`src/rtl/rs_station_if.sv`:
```
// Bundles the issue, CDB and execution-unit sides of the reservation station.
// master drives issue/CDB/control and consumes status; slave is the station.
interface rs_station_if #(
    parameter int XLEN     = 32,
    parameter int TAG_W    = 4,
    parameter int OP_W     = 6,
    parameter int RS_DEPTH = 4
);
    localparam int CNT_W = $clog2(RS_DEPTH) + 1;

    logic             stall_i;
    logic             flush_i;

    logic             issue_en_i;
    logic [OP_W-1:0]  issue_op_i;
    logic [TAG_W-1:0] issue_tag_i;
    logic             issue_rs1_valid_i;
    logic [XLEN-1:0]  issue_rs1_value_i;
    logic [TAG_W-1:0] issue_rs1_tag_i;
    logic             issue_rs2_valid_i;
    logic [XLEN-1:0]  issue_rs2_value_i;
    logic [TAG_W-1:0] issue_rs2_tag_i;
    logic             full_o;
    logic [CNT_W-1:0] count_o;

    logic             cdb_valid_i;
    logic [TAG_W-1:0] cdb_tag_i;
    logic [XLEN-1:0]  cdb_value_i;

    logic             ex_valid_o;
    logic             ex_ready_i;
    logic [OP_W-1:0]  ex_op_o;
    logic [XLEN-1:0]  ex_rs1_o;
    logic [XLEN-1:0]  ex_rs2_o;
    logic [TAG_W-1:0] ex_tag_o;

    modport master (
        output stall_i, flush_i,
        output issue_en_i, issue_op_i, issue_tag_i,
        output issue_rs1_valid_i, issue_rs1_value_i, issue_rs1_tag_i,
        output issue_rs2_valid_i, issue_rs2_value_i, issue_rs2_tag_i,
        input  full_o, count_o,
        output cdb_valid_i, cdb_tag_i, cdb_value_i,
        input  ex_valid_o, ex_op_o, ex_rs1_o, ex_rs2_o, ex_tag_o,
        output ex_ready_i
    );

    modport slave (
        input  stall_i, flush_i,
        input  issue_en_i, issue_op_i, issue_tag_i,
        input  issue_rs1_valid_i, issue_rs1_value_i, issue_rs1_tag_i,
        input  issue_rs2_valid_i, issue_rs2_value_i, issue_rs2_tag_i,
        output full_o, count_o,
        input  cdb_valid_i, cdb_tag_i, cdb_value_i,
        output ex_valid_o, ex_op_o, ex_rs1_o, ex_rs2_o, ex_tag_o,
        input  ex_ready_i
    );
endinterface

```
`src/rtl/rs_station.sv`:
```
// Tomasulo reservation station: captures operands from the CDB and dispatches the oldest ready entry.
// Optional macro RS_CDB_SELECT_BYPASS_EN lets an entry completed by the current CDB broadcast dispatch at once.
module rs_station #(
    parameter int XLEN     = 32,
    parameter int TAG_W    = 4,
    parameter int OP_W     = 6,
    parameter int RS_DEPTH = 4
) (
    input  logic         clk,
    input  logic         rst,
    rs_station_if.slave  bus
);
    localparam int AGE_W = $clog2(RS_DEPTH);
    localparam int IDX_W = AGE_W;
    localparam int CNT_W = AGE_W + 1;

    logic [RS_DEPTH-1:0] busy;
    logic [RS_DEPTH-1:0] rs1_valid;
    logic [RS_DEPTH-1:0] rs2_valid;
    logic [OP_W-1:0]     op        [RS_DEPTH];
    logic [TAG_W-1:0]    tag       [RS_DEPTH];
    logic [XLEN-1:0]     rs1_value [RS_DEPTH];
    logic [XLEN-1:0]     rs2_value [RS_DEPTH];
    logic [TAG_W-1:0]    rs1_tag   [RS_DEPTH];
    logic [TAG_W-1:0]    rs2_tag   [RS_DEPTH];
    logic [AGE_W-1:0]    age       [RS_DEPTH];

    logic             ex_valid;
    logic [OP_W-1:0]  ex_op;
    logic [XLEN-1:0]  ex_rs1;
    logic [XLEN-1:0]  ex_rs2;
    logic [TAG_W-1:0] ex_tag;

    logic [CNT_W-1:0]    busy_count;
    logic [RS_DEPTH-1:0] rs1_hit;
    logic [RS_DEPTH-1:0] rs2_hit;
    logic [RS_DEPTH-1:0] ready;
    logic                any_ready;
    logic                any_free;
    logic [IDX_W-1:0]    sel_idx;
    logic [AGE_W-1:0]    sel_age;
    logic [IDX_W-1:0]    free_idx;
    logic [XLEN-1:0]     sel_rs1;
    logic [XLEN-1:0]     sel_rs2;
    logic                full;
    logic                do_alloc;
    logic                do_load;
    logic                iss_rs1_hit;
    logic                iss_rs2_hit;

    // Strict '>' keeps the lowest index on an age tie.
    always_comb begin
        busy_count = '0;
        rs1_hit    = '0;
        rs2_hit    = '0;
        ready      = '0;
        any_ready  = 1'b0;
        any_free   = 1'b0;
        sel_idx    = '0;
        sel_age    = '0;
        free_idx   = '0;
        for (int i = 0; i < RS_DEPTH; i++) begin
            busy_count = busy_count + CNT_W'(busy[i]);
            rs1_hit[i] = bus.cdb_valid_i && !rs1_valid[i] && (rs1_tag[i] == bus.cdb_tag_i);
            rs2_hit[i] = bus.cdb_valid_i && !rs2_valid[i] && (rs2_tag[i] == bus.cdb_tag_i);
`ifdef RS_CDB_SELECT_BYPASS_EN
            ready[i] = busy[i] && (rs1_valid[i] || rs1_hit[i]) && (rs2_valid[i] || rs2_hit[i]);
`else
            ready[i] = busy[i] && rs1_valid[i] && rs2_valid[i];
`endif
            if (ready[i] && (!any_ready || (age[i] > sel_age))) begin
                any_ready = 1'b1;
                sel_idx   = IDX_W'(i);
                sel_age   = age[i];
            end
            if (!busy[i] && !any_free) begin
                any_free = 1'b1;
                free_idx = IDX_W'(i);
            end
        end
    end

    always_comb begin
`ifdef RS_CDB_SELECT_BYPASS_EN
        sel_rs1 = rs1_valid[sel_idx] ? rs1_value[sel_idx] : bus.cdb_value_i;
        sel_rs2 = rs2_valid[sel_idx] ? rs2_value[sel_idx] : bus.cdb_value_i;
`else
        sel_rs1 = rs1_value[sel_idx];
        sel_rs2 = rs2_value[sel_idx];
`endif
    end

    assign full        = (busy_count == CNT_W'(RS_DEPTH));
    assign do_alloc    = bus.issue_en_i && !full && any_free && !bus.stall_i;
    assign do_load     = any_ready && !bus.stall_i && (!ex_valid || bus.ex_ready_i);
    assign iss_rs1_hit = !bus.issue_rs1_valid_i && bus.cdb_valid_i && (bus.issue_rs1_tag_i == bus.cdb_tag_i);
    assign iss_rs2_hit = !bus.issue_rs2_valid_i && bus.cdb_valid_i && (bus.issue_rs2_tag_i == bus.cdb_tag_i);

    // Ages saturate so a long-lived entry never wraps and loses its seniority.
    always_ff @(posedge clk) begin
        if (!rst || bus.flush_i) begin
            busy      <= '0;
            rs1_valid <= '0;
            rs2_valid <= '0;
            for (int i = 0; i < RS_DEPTH; i++) begin
                age[i] <= '0;
            end
            ex_valid <= 1'b0;
            ex_op    <= '0;
            ex_rs1   <= '0;
            ex_rs2   <= '0;
            ex_tag   <= '0;
        end else begin
            for (int i = 0; i < RS_DEPTH; i++) begin
                if (busy[i]) begin
                    if (rs1_hit[i]) begin
                        rs1_valid[i] <= 1'b1;
                        rs1_value[i] <= bus.cdb_value_i;
                    end
                    if (rs2_hit[i]) begin
                        rs2_valid[i] <= 1'b1;
                        rs2_value[i] <= bus.cdb_value_i;
                    end
                    if (do_alloc && (age[i] != '1)) begin
                        age[i] <= age[i] + AGE_W'(1);
                    end
                    if (do_load && (sel_idx == IDX_W'(i))) begin
                        busy[i] <= 1'b0;
                    end
                end else if (do_alloc && (free_idx == IDX_W'(i))) begin
                    busy[i]      <= 1'b1;
                    op[i]        <= bus.issue_op_i;
                    tag[i]       <= bus.issue_tag_i;
                    age[i]       <= '0;
                    rs1_valid[i] <= bus.issue_rs1_valid_i || iss_rs1_hit;
                    rs1_value[i] <= iss_rs1_hit ? bus.cdb_value_i : bus.issue_rs1_value_i;
                    rs1_tag[i]   <= bus.issue_rs1_tag_i;
                    rs2_valid[i] <= bus.issue_rs2_valid_i || iss_rs2_hit;
                    rs2_value[i] <= iss_rs2_hit ? bus.cdb_value_i : bus.issue_rs2_value_i;
                    rs2_tag[i]   <= bus.issue_rs2_tag_i;
                end
            end

            if (do_load) begin
                ex_valid <= 1'b1;
                ex_op    <= op[sel_idx];
                ex_tag   <= tag[sel_idx];
                ex_rs1   <= sel_rs1;
                ex_rs2   <= sel_rs2;
            end else if (bus.ex_ready_i) begin
                ex_valid <= 1'b0;
            end
        end
    end

    assign bus.full_o     = full;
    assign bus.count_o    = busy_count;
    assign bus.ex_valid_o = ex_valid;
    assign bus.ex_op_o    = ex_op;
    assign bus.ex_rs1_o   = ex_rs1;
    assign bus.ex_rs2_o   = ex_rs2;
    assign bus.ex_tag_o   = ex_tag;
endmodule

```
`src/flat_wrapper.sv`:
```
// flat-port wrapper written by rule: the top's interface ports become plain ports
module rs_station_flat 
#(
    parameter int XLEN     = 32,
    parameter int TAG_W    = 4,
    parameter int OP_W     = 6,
    parameter int RS_DEPTH = 4
)
  (clk, rst, bus_stall_i, bus_flush_i, bus_issue_en_i, bus_issue_op_i, bus_issue_tag_i, bus_issue_rs1_valid_i, bus_issue_rs1_value_i, bus_issue_rs1_tag_i, bus_issue_rs2_valid_i, bus_issue_rs2_value_i, bus_issue_rs2_tag_i, bus_full_o, bus_count_o, bus_cdb_valid_i, bus_cdb_tag_i, bus_cdb_value_i, bus_ex_valid_o, bus_ex_op_o, bus_ex_rs1_o, bus_ex_rs2_o, bus_ex_tag_o, bus_ex_ready_i);
  rs_station_if #(.XLEN(XLEN), .TAG_W(TAG_W), .OP_W(OP_W), .RS_DEPTH(RS_DEPTH)) bus_i ();
  input  logic clk;
  input  logic rst;
  input wire logic [$bits(bus_i.stall_i)-1:0] bus_stall_i;
  input wire logic [$bits(bus_i.flush_i)-1:0] bus_flush_i;
  input wire logic [$bits(bus_i.issue_en_i)-1:0] bus_issue_en_i;
  input wire logic [$bits(bus_i.issue_op_i)-1:0] bus_issue_op_i;
  input wire logic [$bits(bus_i.issue_tag_i)-1:0] bus_issue_tag_i;
  input wire logic [$bits(bus_i.issue_rs1_valid_i)-1:0] bus_issue_rs1_valid_i;
  input wire logic [$bits(bus_i.issue_rs1_value_i)-1:0] bus_issue_rs1_value_i;
  input wire logic [$bits(bus_i.issue_rs1_tag_i)-1:0] bus_issue_rs1_tag_i;
  input wire logic [$bits(bus_i.issue_rs2_valid_i)-1:0] bus_issue_rs2_valid_i;
  input wire logic [$bits(bus_i.issue_rs2_value_i)-1:0] bus_issue_rs2_value_i;
  input wire logic [$bits(bus_i.issue_rs2_tag_i)-1:0] bus_issue_rs2_tag_i;
  output wire logic [$bits(bus_i.full_o)-1:0] bus_full_o;
  output wire logic [$bits(bus_i.count_o)-1:0] bus_count_o;
  input wire logic [$bits(bus_i.cdb_valid_i)-1:0] bus_cdb_valid_i;
  input wire logic [$bits(bus_i.cdb_tag_i)-1:0] bus_cdb_tag_i;
  input wire logic [$bits(bus_i.cdb_value_i)-1:0] bus_cdb_value_i;
  output wire logic [$bits(bus_i.ex_valid_o)-1:0] bus_ex_valid_o;
  output wire logic [$bits(bus_i.ex_op_o)-1:0] bus_ex_op_o;
  output wire logic [$bits(bus_i.ex_rs1_o)-1:0] bus_ex_rs1_o;
  output wire logic [$bits(bus_i.ex_rs2_o)-1:0] bus_ex_rs2_o;
  output wire logic [$bits(bus_i.ex_tag_o)-1:0] bus_ex_tag_o;
  input wire logic [$bits(bus_i.ex_ready_i)-1:0] bus_ex_ready_i;
  assign bus_i.stall_i = bus_stall_i;
  assign bus_i.flush_i = bus_flush_i;
  assign bus_i.issue_en_i = bus_issue_en_i;
  assign bus_i.issue_op_i = bus_issue_op_i;
  assign bus_i.issue_tag_i = bus_issue_tag_i;
  assign bus_i.issue_rs1_valid_i = bus_issue_rs1_valid_i;
  assign bus_i.issue_rs1_value_i = bus_issue_rs1_value_i;
  assign bus_i.issue_rs1_tag_i = bus_issue_rs1_tag_i;
  assign bus_i.issue_rs2_valid_i = bus_issue_rs2_valid_i;
  assign bus_i.issue_rs2_value_i = bus_issue_rs2_value_i;
  assign bus_i.issue_rs2_tag_i = bus_issue_rs2_tag_i;
  assign bus_full_o = bus_i.full_o;
  assign bus_count_o = bus_i.count_o;
  assign bus_i.cdb_valid_i = bus_cdb_valid_i;
  assign bus_i.cdb_tag_i = bus_cdb_tag_i;
  assign bus_i.cdb_value_i = bus_cdb_value_i;
  assign bus_ex_valid_o = bus_i.ex_valid_o;
  assign bus_ex_op_o = bus_i.ex_op_o;
  assign bus_ex_rs1_o = bus_i.ex_rs1_o;
  assign bus_ex_rs2_o = bus_i.ex_rs2_o;
  assign bus_ex_tag_o = bus_i.ex_tag_o;
  assign bus_i.ex_ready_i = bus_ex_ready_i;
  rs_station #(.XLEN(XLEN), .TAG_W(TAG_W), .OP_W(OP_W), .RS_DEPTH(RS_DEPTH)) u_core (.clk(clk), .rst(rst), .bus(bus_i));
endmodule
```
`config.mk`:
```
export PLATFORM = sky130hd
export DESIGN_NAME = rs_station_flat
export DESIGN_NICKNAME = d
export VERILOG_FILES = /design/src/rtl/rs_station_if.sv /design/src/rtl/rs_station.sv /design/src/flat_wrapper.sv
export SDC_FILE = /design/constraint.sdc
export NUM_CORES = 1
export LEC_CHECK = 0
export BUFFER_PORTS_ARGS = -buffer_cell sky130_fd_sc_hd__buf_2
export CELL_PAD_IN_SITES_DETAIL_PLACEMENT = 0
export CELL_PAD_IN_SITES_GLOBAL_PLACEMENT = 1
export CORE_UTILIZATION = 43
export CTS_BUF_LIST = sky130_fd_sc_hd__clkbuf_2
export CTS_CLUSTER_SIZE = 20
export DETAILED_ROUTE_END_ITERATION = 12
export GPL_ROUTABILITY_DRIVEN = 0
export PLACE_DENSITY = 0.79
export SLEW_MARGIN = 10
export SYNTH_ARGS = -nofsm -noshare
export SYNTH_HDL_FRONTEND = slang
export SYNTH_SLANG_ARGS = --single-unit
```
`constraint.sdc`:
```
create_clock -name clk -period 7.58 [get_ports clk]
set_clock_uncertainty 0.2 [all_clocks]
set_input_delay 1.516 -clock clk [delete_from_list [all_inputs] [get_ports clk]]
set_output_delay 1.516 -clock clk [all_outputs]
set_load 0.05 [all_outputs]
```
# ---- Yosys cells after proc, flatten, opt, wreduce, memory -nomap -nowiden
# Memories as Yosys holds them, arrays and structs flattened. A register that Yosys moved wholly into a read port is not among the register bits.
# Index checks and enable logic that the tools add are counted.
# W data, S select, Z words.
dict set report totals {
  reg_bits 13
  ram_bits 336
  input_bits 127
  out_inout_bits 79
  word_cells 350
  memories 7
}
# name words word_bits read_ports rd_clocked_by_memory_dff wr line_no
set mem_list {}
lappend mem_list {u_core.rs1_value 4 32 1 1 4 rs_station.sv:22} ;# logic [XLEN-1:0] rs1_value [RS_DEPTH];
lappend mem_list {u_core.rs2_value 4 32 1 1 4 rs_station.sv:23} ;# logic [XLEN-1:0] rs2_value [RS_DEPTH];
lappend mem_list {u_core.op 4 6 1 1 1 rs_station.sv:20} ;# logic [OP_W-1:0] op [RS_DEPTH];
lappend mem_list {u_core.rs1_tag 4 4 4 0 1 rs_station.sv:24} ;# logic [TAG_W-1:0] rs1_tag [RS_DEPTH];
lappend mem_list {u_core.rs2_tag 4 4 4 0 1 rs_station.sv:25} ;# logic [TAG_W-1:0] rs2_tag [RS_DEPTH];
lappend mem_list {u_core.tag 4 4 1 1 1 rs_station.sv:21} ;# logic [TAG_W-1:0] tag [RS_DEPTH];
lappend mem_list {{1 more memories} - - - - - -}
dict set report classes {
  addsub 7
  magnitude_cmp 3
  n_eq_ne 29
  n_mux 171
  bitwise 16
  reduce_logical 107
}
# op count
set op_table {}
lappend op_table {{$mux W32} 10}
lappend op_table {{$mux W1} 122}
lappend op_table {{$mux W2} 27}
lappend op_table {{$logic_and A1 B1 Y1} 51}
lappend op_table {{$eq A4 B4 Y1} 10}
lappend op_table {{$mux W4} 9}
lappend op_table {{$reduce_or A4 Y1} 9}
lappend op_table {{$ne A2 B2 Y1 const B} 12}
lappend op_table {{$logic_not A1 Y1} 22}
lappend op_table {{$mux W6} 3}
lappend op_table {{$reduce_or A6 Y1} 3}
lappend op_table {{$or A1 B1 Y1} 16}
lappend op_table {{$reduce_and A2 Y1} 8}
lappend op_table {{$reduce_bool A2 Y1} 5}
lappend op_table {{$add A2 B1 Y2 const B} 4}
lappend op_table {{$eq A2 B2 Y1 const B} 4}
lappend op_table {{$logic_or A1 B1 Y1} 7}
lappend op_table {{$add A3 B1 Y3} 2}
lappend op_table {{$gt A2 B2 Y1} 3}
lappend op_table {{$eq A2 B1 Y1 const B} 2}
lappend op_table {{$logic_not A2 Y1} 2}
lappend op_table {{$eq A3 B3 Y1 const B} 1}
lappend op_table {{$add A1 B1 Y2} 1}

# ---- Logic depth before layout (Yosys ltp)
# Gate-level depths: netlist of run 1.
dict set report depth {
  depth_word 20
  depth_mapped 27
  depth_no_buf 19
}

# ---- Worst setup path before layout of run 1
# Ideal clock, no wire load.
dict set report synth_path {
  path_kind {register -> register}
  start {register u_core.busy[0]}
  end {register u_core.ex_op[0] (netlist: u_core.bus.ex_op_o[0]) (read register of u_core.op)}
  setup_time_ps 70
  t_arrival_ps 5365
  t_required_ps 7310
  path_slack_ps 1945
  path_stages_with_launch 28
  path_buffers 8
  period_less_slack_ps 5635
  cell_sequence {dfxtp_1 > and3_1 > buf_2 > buf_2 > buf_1 > nand2_1 > ha_1 > nor2b_1 > a2bb2oi_1 > buf_2 > a21oi_1 > a22oi_1 > ha_1 > nor2b_1 > o21ai_0 > a21o_1 > clkbuf_1 > clkbuf_1 > nor2_1 > a21o_1 > ha_1 > nor2b_1 > o211a_1 > a211oi_1 > buf_2 > buf_2 > a221oi_1 > a21oi_1}
}
dict set report synth_between {
  elab_chain_len 17
  elab_cells_between_ends 26
  cone_classes {order compare (3); mux (10); reduce/logical (13)}
}
# item line_no
set synth_rtl {}
lappend synth_rtl {{start: declaration} rs_station.sv:17} ;# logic [RS_DEPTH-1:0] busy;
lappend synth_rtl {{start signal: assignment} rs_station.sv:102} ;# busy <= '0;
lappend synth_rtl {{start signal: indexed assignment} rs_station.sv:128} ;# busy[i] <= 1'b0;
lappend synth_rtl {{start signal: indexed assignment} rs_station.sv:131} ;# busy[i] <= 1'b1;
lappend synth_rtl {{$logic_and A1 B1 Y1 * (2 in series)} rs_station.sv:69} ;# ready[i] = busy[i] && rs1_valid[i] && rs2_valid[i];
lappend synth_rtl {{$mux W2 / $mux W1 (equally long branches)} rs_station.sv:71} ;# if (ready[i] && (!any_ready || (age[i] > sel_age))) begin
lappend synth_rtl {{$gt A2 B2 Y1 / $logic_not A1 Y1 (equally long branches)} rs_station.sv:71}
lappend synth_rtl {{$logic_or A1 B1 Y1} rs_station.sv:71}
lappend synth_rtl {{$logic_and A1 B1 Y1} rs_station.sv:71}
lappend synth_rtl {{$mux W2 / $mux W1 (equally long branches)} rs_station.sv:71}
lappend synth_rtl {{$gt A2 B2 Y1 / $logic_not A1 Y1 (equally long branches)} rs_station.sv:71}
lappend synth_rtl {{$logic_or A1 B1 Y1} rs_station.sv:71}
lappend synth_rtl {{$logic_and A1 B1 Y1} rs_station.sv:71}
lappend synth_rtl {{$mux W2 / $mux W1 (equally long branches)} rs_station.sv:71}
lappend synth_rtl {{$gt A2 B2 Y1 / $logic_not A1 Y1 (equally long branches)} rs_station.sv:71}
lappend synth_rtl {{$logic_or A1 B1 Y1} rs_station.sv:71}
lappend synth_rtl {{$logic_and A1 B1 Y1} rs_station.sv:71}
lappend synth_rtl {{$mux W1} rs_station.sv:71}
lappend synth_rtl {{$logic_and A1 B1 Y1 (2 in series)} rs_station.sv:95} ;# assign do_load = any_ready && !bus.stall_i && (!ex_valid || bus.ex_ready_i);
lappend synth_rtl {{end: declaration} rs_station.sv:29} ;# logic [OP_W-1:0] ex_op;
# Every way passes the cells marked *; elsewhere a longest branch is shown, timed or not.
# A chain may end at the register's enable or synchronous reset.

# ---- Worst setup path in the final report of run 1
dict set report layout_path {
  start {register u_core.busy[0]}
  end {register u_core.ex_rs2[7] (netlist: u_core.bus.ex_rs2_o[7]) (read register of u_core.rs2_value)}
}
dict set report layout_between {
  elab_chain_len 17
  elab_cells_between_ends 26
  cone_classes {order compare (3); mux (10); reduce/logical (13)}
}
# item line_no
set layout_rtl {}
lappend layout_rtl {{$logic_and A1 B1 Y1 * (2 in series)} rs_station.sv:69}
lappend layout_rtl {{$mux W2 / $mux W1 (equally long branches)} rs_station.sv:71}
lappend layout_rtl {{$gt A2 B2 Y1 / $logic_not A1 Y1 (equally long branches)} rs_station.sv:71}
lappend layout_rtl {{$logic_or A1 B1 Y1} rs_station.sv:71}
lappend layout_rtl {{$logic_and A1 B1 Y1} rs_station.sv:71}
lappend layout_rtl {{$mux W2 / $mux W1 (equally long branches)} rs_station.sv:71}
lappend layout_rtl {{$gt A2 B2 Y1 / $logic_not A1 Y1 (equally long branches)} rs_station.sv:71}
lappend layout_rtl {{$logic_or A1 B1 Y1} rs_station.sv:71}
lappend layout_rtl {{$logic_and A1 B1 Y1} rs_station.sv:71}
lappend layout_rtl {{$mux W2 / $mux W1 (equally long branches)} rs_station.sv:71}
lappend layout_rtl {{$gt A2 B2 Y1 / $logic_not A1 Y1 (equally long branches)} rs_station.sv:71}
lappend layout_rtl {{$logic_or A1 B1 Y1} rs_station.sv:71}
lappend layout_rtl {{$logic_and A1 B1 Y1} rs_station.sv:71}
lappend layout_rtl {{$mux W1} rs_station.sv:71}
lappend layout_rtl {{$logic_and A1 B1 Y1 (2 in series)} rs_station.sv:95}
lappend layout_rtl {{end: declaration} rs_station.sv:31} ;# logic [XLEN-1:0] ex_rs2;
# Marked as above.

==> results of run 1 <==
## area by class of cell
| cell class | count | share of cell area, % |
|---|---|---|
| Antenna cell | 7 | 0.0732 |
| Timing Repair Buffer | 236 | 5.32 |
| Clock buffer | 180 | 3.77 |
| Tap cell | 656 | 3.43 |
| Inverter | 28 | 0.439 |
| Clock inverter | 23 | 0.591 |
| Multi-Input combinational cell | 1113 | 36.9 |
| Sequential cell | 423 | 49.5 |
## layer usage
metal	wire length (um)	share of wire (%)	vias up	GRT usage, %
met5	34	0.052	-	0
met4	1370	2.1	6	10.4
met3	4880	7.5	89	5.39
met2	31200	48	678	41.8
met1	28000	43	7931	34.1
li1	-	-	7039	-
## worst max-delay path, cell delays in order (launching register included)
cell	delay, ns
sky130_fd_sc_hd__dfxtp_1	0.56
sky130_fd_sc_hd__and3_4	0.26
sky130_fd_sc_hd__nand2_1	0.06
sky130_fd_sc_hd__ha_1	0.33
sky130_fd_sc_hd__nor2b_1	0.26
sky130_fd_sc_hd__a2bb2oi_4	0.31
sky130_fd_sc_hd__o21a_1	0.23
sky130_fd_sc_hd__a22oi_1	0.14
sky130_fd_sc_hd__ha_1	0.33
sky130_fd_sc_hd__nor2b_1	0.13
sky130_fd_sc_hd__o21ai_0	0.47
sky130_fd_sc_hd__a21o_4	0.38
sky130_fd_sc_hd__nor2_1	0.07
sky130_fd_sc_hd__a21o_1	0.16
sky130_fd_sc_hd__ha_1	0.29
sky130_fd_sc_hd__nor2b_1	0.15
sky130_fd_sc_hd__o211a_1	0.26
sky130_fd_sc_hd__a211oi_4	0.77
sky130_fd_sc_hd__buf_12	0.43
sky130_fd_sc_hd__a221oi_1	0.17
sky130_fd_sc_hd__a21oi_1	0.20
## power by group through the flow
stage	clock [uW]	sequential, uW	combinational [uW]
floorplan	0	2570	151
global placement	0	2570	263
finish	1640	2520	274
CTS	1680	2520	272
detailed placement	0	2570	271
global route	1800	2520	293
## state kept, by name, indices dropped and copies added, names as in the netlist
signal	count
u_core.bus.ex_rs2_o	32
u_core.bus.ex_rs1_o	32
u_core.rs1_value	128
u_core.tag	16
u_core.rs1_tag	16
u_core.busy	4
u_core.bus.ex_valid_o	1
u_core.rs2_valid	4
u_core.bus.ex_op_o	6
u_core.rs1_valid	4
u_core.bus.ex_tag_o	4
u_core.rs2_tag	16
u_core.age	8
u_core.rs2_value	128
u_core.op	24
## cells by family (layout without fill, tap and decap cells)
| family | count (synthesis) | in the layout | share of synthesized area [%] |
|---|---|---|---|
| compound gates | 419 | 419 | 14.0 |
| xor+xnor | 34 | 34 | 1.41 |
| fa+ha+maj | 15 | 15 | 0.922 |
| buf+inv | 168 | 467 | 3.53 |
| flops | 423 | 423 | 55.9 |
| mux | 331 | 331 | 17.2 |
| other cells | 0 | 7 | 0 |
| simple gates | 314 | 314 | 7.10 |
## stage by stage
stage | cells | total power, uW | instance area [um2] | worst slack (ns)
after detailed placement | 2456 | 2840 | 22900 | 1.45
after global routing | 2663 | 4610 | 23900 | 1.04
after CTS | 2659 | 4470 | 23900 | 1.45
after floorplan | 1704 | 2720 | 21200 | 1.94
final | 2666 | 4430 | 23900 | 1.29
after global placement | 2456 | 2840 | 22900 | 1.69
## final timing paths
| check | startpoint | depth (start not counted) | end |
|---|---|---|---|
| min reg2reg | u_core.rs2_valid[2] | 2 | u_core.rs2_valid[2] |
| min | u_core.rs2_valid[2] | 2 | u_core.rs2_valid[2] |
| max | u_core.busy[0] | 20 | u_core.bus.ex_rs2_o[7] |
| max reg2reg | u_core.busy[0] | 20 | u_core.bus.ex_rs2_o[7] |
## cells in the final DEF, fill, tap and decap left out, types with 8 or more instances in the layout
cell	count
sky130_fd_sc_hd__a21oi_1	81
sky130_fd_sc_hd__a221oi_1	82
sky130_fd_sc_hd__a22o_1	76
sky130_fd_sc_hd__a41oi_1	8
sky130_fd_sc_hd__buf_2	205
sky130_fd_sc_hd__buf_4	30
sky130_fd_sc_hd__clkbuf_2	180
sky130_fd_sc_hd__clkinv_1	18
sky130_fd_sc_hd__dfxtp_1	87
sky130_fd_sc_hd__edfxtp_1	336
sky130_fd_sc_hd__ha_1	14
sky130_fd_sc_hd__inv_1	28
sky130_fd_sc_hd__mux2_1	8
sky130_fd_sc_hd__mux2_2	249
sky130_fd_sc_hd__mux2i_1	74
sky130_fd_sc_hd__nand2_1	161
sky130_fd_sc_hd__nand2b_1	79
sky130_fd_sc_hd__nor2_1	17
sky130_fd_sc_hd__nor2_4	17
sky130_fd_sc_hd__nor3_1	10
sky130_fd_sc_hd__o211ai_1	75
sky130_fd_sc_hd__o21ai_0	78
sky130_fd_sc_hd__xnor2_1	25
sky130_fd_sc_hd__xor2_1	9
==> impl_metrics.py, run 1 <==
metrics = {
    "synthesis": {
        "postSynthNetCount": 1846,
        "ys_ff_latch": 423,
        "netlist.top_cell.by_area": "sky130_fd_sc_hd__edfxtp_1",
        "post_synth.cell_area_avg_um2": 12.4,
        "synthCells": 1704,
        "post-synth-top-count-cell": "sky130_fd_sc_hd__edfxtp_1",
        "yosys-top-cells-area": "sky130_fd_sc_hd__edfxtp_1 48%, sky130_fd_sc_hd__mux2_2 13%, sky130_fd_sc_hd__dfxtp_1 8.2%, sky130_fd_sc_hd__mux2i_1 3.5%, sky130_fd_sc_hd__a221oi_1 3.4%",
        "synth_top_cells_by_count": "336 x sky130_fd_sc_hd__edfxtp_1, 249 x sky130_fd_sc_hd__mux2_2, 161 x sky130_fd_sc_hd__nand2_1, 87 x sky130_fd_sc_hd__dfxtp_1, 82 x sky130_fd_sc_hd__a221oi_1",
        "ys_seq_area_share_pct": 55.9,
        "yosysTopAreaCellShare_pct": 47.6,
        "netlist_area_mm2": 0.0212,
        "post_synth_edffs": 336,
        "yosys.cell_types.count": 52,
        "synthFlopType": "sky130_fd_sc_hd__edfxtp_1",
        "yosys_warnings": 0,
        "postSynth.asyncResetShare_pct": 0,
    },
    "critical_path": {
        "critPathCaptureType": "flip-flop",
        "worst-endpoint-required_ns": 8.38,
        "cp-start-kind": "flip-flop",
        "crit_fanout": 62,
        "crit_arrival_ns": 7.09,
        "critical_path_class": "flip-flop to flip-flop",
        "regToRegSetupSlack_ns": 1.29,
    },
    "global_route": {
        "grt_overflow": 0,
        "grt_start_max_net_pins": 80,
        "first_global_vias": 16000,
        "grt_pass1_wl_um": 97500,
        "grt_antenna_before_repair": 12,
        "global_routing_usage_summed_across_all_routing_layers_pct": 25.9,
    },
    "placed_design": {
        "io_buffers": 205,
        "dp_hpwl_um": 38000,
    },
    "pwr": {
        "clock_power_share_pct": 37.0,
        "switchingPower_uw": 1120,
        "combPwrFrac_pct": 6.2,
        "worst_ir_drop_vdd_uv": 85.7,
        "portion_of_total_power_attributed_to_sequential_cells_pct": 56.8,
        "pwr_density_cell_mw_per_mm2": 185,
        "netSwitchingFraction_pct": 25.2,
        "p_leak_uw": 0.00835,
        "cellInternalPower_uw": 3320,
    },
    "clocking": {
        "cts.repair.resized": 0,
        "cts_hold_buffers": 0,
        "cts_post_setup_buffers_inserted": 0,
        "clk_latency_ns": 1.07,
        "cts_tree": "done",
        "cts-htree-levels": 3,
        "clock_tree.buffer_depth": 3,
        "cts_root_buf": "sky130_fd_sc_hd__clkbuf_2",
        "cts.sinks": 423,
        "worst_setup_hold_path_clk_slew_ns": 0.10,
        "cts_buffers": 109,
    },
    "routing": {
        "vias": 15700,
        "final_routed_wirelength_across_all_metal_layers_um": 65400,
        "routedWlPerCell_um": 24.5,
        "firstDrtPassIters": 6,
        "vias_per_cell": 5.91,
        "drt_first_iter_violations": 1396,
        "route.detailed.drc": 0,
        "antenna_left": 0,
    },
    "floorplan": {
        "core_region_area_mm2": 0.0481,
        "die_width_um": 224,
        "initial_standard_cell_utilization_of_the_core_pct": 44.0,
        "dieHeight_um": 224,
        "floorplan.rows": 80,
        "io_pins": 206,
        "dieArea_mm2": 0.0501,
    },
    "timing": {
        "period_minus_slack_ns": 6.29,
        "hold_ws_ns": 0.307,
        "max_freq_mhz": 159,
        "hold_viol_final": 0,
        "finalMaxSlewViolations": 0,
        "report.final.setup_viol": 0,
        "grt_setup_unrepaired": "no",
        "final_sum_of_negative_setup_slack_ns": 0,
        "timing.max_slew.rel_slack_pct": 18.6,
        "max_slew.worst_pin.slew_ns": 1.22,
        "period_utilization_pct": 83.0,
    },
    "outcome": {
        "status": "finished, final reports clean",
    },
    "final_layout": {
        "finish.utilization_pct": 49.7,
        "areaGrowthSynthToFinish_pct": 12.9,
        "nNetsFinal": 2053,
        "final-seq-area_mm2": 0.0118,
        "num-fill-cells": 4324,
        "final_layout_size_suffix_gt1_share_pct": 35.2,
        "multi_input_area_mm2": 0.00883,
    },
    "worst_hold_path": {
        "hold_path_class": "flip-flop to flip-flop",
    },
    "job": {
        "cap_violations": 0,
    },
}
(Power assumes the default switching activity.)
==> run 2, diff against run 1 <==
--- a/config.mk
+++ b/config.mk
@@ -5,6 +5,7 @@
 export SDC_FILE = /design/constraint.sdc
 export NUM_CORES = 1
 export LEC_CHECK = 0
+export ABC_AREA = 1
 export BUFFER_PORTS_ARGS = -buffer_cell sky130_fd_sc_hd__buf_2
 export CELL_PAD_IN_SITES_DETAIL_PLACEMENT = 0
 export CELL_PAD_IN_SITES_GLOBAL_PLACEMENT = 1
@@ -13,7 +14,7 @@
 export CTS_CLUSTER_SIZE = 20
 export DETAILED_ROUTE_END_ITERATION = 12
 export GPL_ROUTABILITY_DRIVEN = 0
-export PLACE_DENSITY = 0.79
+export PLACE_DENSITY = 0.86
 export SLEW_MARGIN = 10
 export SYNTH_ARGS = -nofsm -noshare
 export SYNTH_HDL_FRONTEND = slang
==> constraint.sdc (replaced) <==
create_clock -name clk -period 5.4 [get_ports clk]
set_clock_uncertainty 0.2 [all_clocks]
set_input_delay 1.08 -clock clk [delete_from_list [all_inputs] [get_ports clk]]
set_output_delay 1.08 -clock clk [all_outputs]
set_load 0.05 [all_outputs]
==> run 2 against run 1 <==
Effect of this change: final area down 2.4%; sequential cell count unchanged; synthesized cell count up 35%; critical path type unchanged; critical path depth up 9; sequential power up 40%; via count up 16%; count of clock-buffer cells in the layout down 25.
==> impl_metrics.py, run 2 <==
metrics = {
    "synthesis": {
        "netlist_area_mm2": 0.0208,
        "ys_ff_latch": 423,
        "yosys-top-cells-area": "sky130_fd_sc_hd__edfxtp_1 48%, sky130_fd_sc_hd__nand2_1 8.7%, sky130_fd_sc_hd__dfxtp_1 8.4%, sky130_fd_sc_hd__nand3_1 7.3%, sky130_fd_sc_hd__nor2_1 4.6%",
        "postSynth.asyncResetShare_pct": 0,
        "yosysTopAreaCellShare_pct": 48.4,
        "synthFlopType": "sky130_fd_sc_hd__edfxtp_1",
        "synthCells": 2300,
        "postSynthNetCount": 2442,
        "post-synth-top-count-cell": "sky130_fd_sc_hd__nand2_1",
        "yosys.cell_types.count": 41,
        "post_synth.cell_area_avg_um2": 9.06,
        "yosys_warnings": 0,
        "synth_top_cells_by_count": "482 x sky130_fd_sc_hd__nand2_1, 336 x sky130_fd_sc_hd__edfxtp_1, 306 x sky130_fd_sc_hd__nand3_1, 257 x sky130_fd_sc_hd__nor2_1, 154 x sky130_fd_sc_hd__nand4_1",
        "post_synth_edffs": 336,
        "netlist.top_cell.by_area": "sky130_fd_sc_hd__edfxtp_1",
        "ys_seq_area_share_pct": 56.8,
    },
    "critical_path": {
        "critical_path.n_buffers_inverters": 2,
        "crit_fanout": 93,
        "critical-path-max-stage-delay_ns": 0.52,
        "worst-endpoint-required_ns": 6.11,
        "crit_arrival_ns": 5.46,
        "cp_slowest_cell": "sky130_fd_sc_hd__dfxtp_1",
        "path_delay_family": "simple AND/OR/NAND/NOR gates",
        "path_common_cell": "sky130_fd_sc_hd__nand2_1",
        "cp-start-kind": "flip-flop",
        "critPathCaptureType": "flip-flop",
        "critical_path_class": "flip-flop to flip-flop",
    },
    "clocking": {
        "cts-htree-levels": 3,
        "cts_tree": "done",
        "worst_setup_hold_path_clk_slew_ns": 0.10,
        "clk_latency_ns": 1.06,
        "cts.sinks": 423,
        "cts_buffers": 109,
        "clock_tree.buffer_depth": 3,
        "cts.repair.resized": 0,
        "cts_root_buf": "sky130_fd_sc_hd__clkbuf_2",
    },
    "timing": {
        "final_sum_of_negative_setup_slack_ns": 0,
        "grt_setup_unrepaired": "no",
        "max_freq_mhz": 211,
        "finalMaxSlewViolations": 0,
        "hold_viol_final": 0,
        "max_slew.worst_pin.slew_ns": 1.06,
        "timing.max_slew.rel_slack_pct": 28.8,
        "timing.final.ws_setup_ns": 0.652,
        "period_minus_slack_ns": 4.75,
        "report.final.setup_viol": 0,
        "period_utilization_pct": 87.9,
    },
    "floorplan": {
        "io_pins": 206,
        "core_region_area_mm2": 0.0477,
        "floorplan.rows": 80,
        "dieArea_mm2": 0.0493,
        "dieHeight_um": 222,
        "die_width_um": 222,
        "initial_standard_cell_utilization_of_the_core_pct": 43.6,
    },
    "pwr": {
        "pwr_density_cell_mw_per_mm2": 261,
        "p_leak_uw": 0.00987,
        "worst_ir_drop_vdd_uv": 135,
        "report.power.total_uw": 6090,
    },
    "routing": {
        "drt_first_iter_violations": 1903,
        "route.detailed.drc": 0,
        "routedWlPerCell_um": 20.7,
        "firstDrtPassIters": 5,
        "vias_per_cell": 5.66,
        "final_routed_wirelength_across_all_metal_layers_um": 66500,
        "antenna_left": 0,
        "vias": 18200,
    },
    "global_route": {
        "grt_overflow": 0,
        "global_routing_usage_summed_across_all_routing_layers_pct": 26.7,
        "first_global_vias": 17800,
        "grt_pass1_wl_um": 101000,
        "grt_start_max_net_pins": 94,
        "grt_antenna_before_repair": 3,
    },
    "worst_hold_path": {
        "hold_path_class": "input pin to flip-flop",
    },
    "placed_design": {
        "dp_worst_setup_slack_ns": 0.774,
        "io_buffers": 205,
        "dp_hpwl_um": 38300,
    },
    "job": {
        "cap_violations": 0,
    },
    "final_layout": {
        "final_common_cell": "sky130_fd_sc_hd__nand2_1",
        "finish.utilization_pct": 48.9,
        "nNetsFinal": 2648,
        "final_layout_size_suffix_gt1_share_pct": 18.9,
        "biggestRegsByFlops": "u_core.rs1_value: 128 flops, u_core.rs2_value: 128 flops",
        "areaGrowthSynthToFinish_pct": 12.0,
        "mostFrequentLayoutCells": "479 x sky130_fd_sc_hd__nand2_1, 336 x sky130_fd_sc_hd__edfxtp_1, 304 x sky130_fd_sc_hd__nand3_1",
    },
    "outcome": {
        "status": "finished, final reports clean",
    },
}
## run 2: changes by cell type in the layout (fill, tap and decap cells not counted), moves of 76 or more
| cell | change |
|---|---|
| sky130_fd_sc_hd__nand2_1 | +318 |
| sky130_fd_sc_hd__nand3_1 | +298 |
| sky130_fd_sc_hd__mux2_2 | -249 |
| sky130_fd_sc_hd__nor2_1 | +240 |
| sky130_fd_sc_hd__nand4_1 | +153 |
| sky130_fd_sc_hd__o21ai_1 | +138 |
| sky130_fd_sc_hd__inv_1 | +102 |
| sky130_fd_sc_hd__a221oi_1 | -82 |
| sky130_fd_sc_hd__nand2b_1 | -79 |
| sky130_fd_sc_hd__a22o_1 | -76 |
## run 2: cell type report
type                       instances  area, um2
clock inverter                    51        231
inverter                         147        562
antenna                            1       2.50
sequential                       423      11800
tap                              615        769
fill                            4448      24400
clock buffer                     155        776
timing repair buffer             256       1480
multi-input combinational       1569       7690
## run 2: timing repair
| item | 4_1_cts | 5_1_grt |
|---|---|---|
| endpoints found under the hold margin | 43 | 0 |
| hold buffers | 13 | 0 |
| setup buffers | 0 | 0 |
| endpoints found under the setup margin | 0 | 0 |
## run 2: worst paths after layout
kind	from	end	slack [ns]	cells after the start
worst max-delay path	u_core.busy[0]	u_core.bus.ex_rs1_o[19]	0.65	29
worst min-delay path	bus_issue_rs2_tag_i[3]	u_core.rs2_tag[2][3]	0.11	1
worst max register to register	u_core.busy[0]	u_core.bus.ex_rs1_o[19]	0.65	29
worst min register to register	u_core.bus.ex_valid_o	u_core.bus.ex_valid_o	0.32	2
## run 2: cells by family (layout without fill, tap and decap cells)
kind of cell,after synthesis,in the layout,synth area share [%]
AO/OA/AOI/OAI,269,269,6.58
XOR/XNOR,27,27,1.13
adder cells (fa/ha/maj),15,15,0.937
buffers and inverters,308,609,7.03
flip-flops,423,423,56.8
other,0,1,0
AND/OR/NAND/NOR,1258,1258,27.5
## run 2: stage by stage
step / hold WS [ns] / cell area, um2 / instances
after floorplan: 0.261 / 20800 / 2300
after global placement: 0.299 / 22200 / 2997
after detailed placement: 0.302 / 22200 / 2997
after CTS: 0.000798 / 23300 / 3216
after global routing: 0.0343 / 23300 / 3217
final: 0.106 / 23300 / 3217
## run 2: metal layers
metal	part of all wire (%)	vias up	GRT usage [%]
li1	-	8446	-
met1	40	8597	33.9
met2	48	960	44.4
met3	8.5	206	4.48
met4	4.0	4	12.6
met5	0.035	-	0
## run 2: power by group
part | leakage [uW] | total [uW] | switching, uW | internal (uW)
Sequential | 0.00375 | 3540 | 7.32 | 3530
Combinational | 0.00537 | 359 | 238 | 121
Clock | 0.000756 | 2200 | 1370 | 833
Total | 0.00987 | 6090 | 1610 | 4480
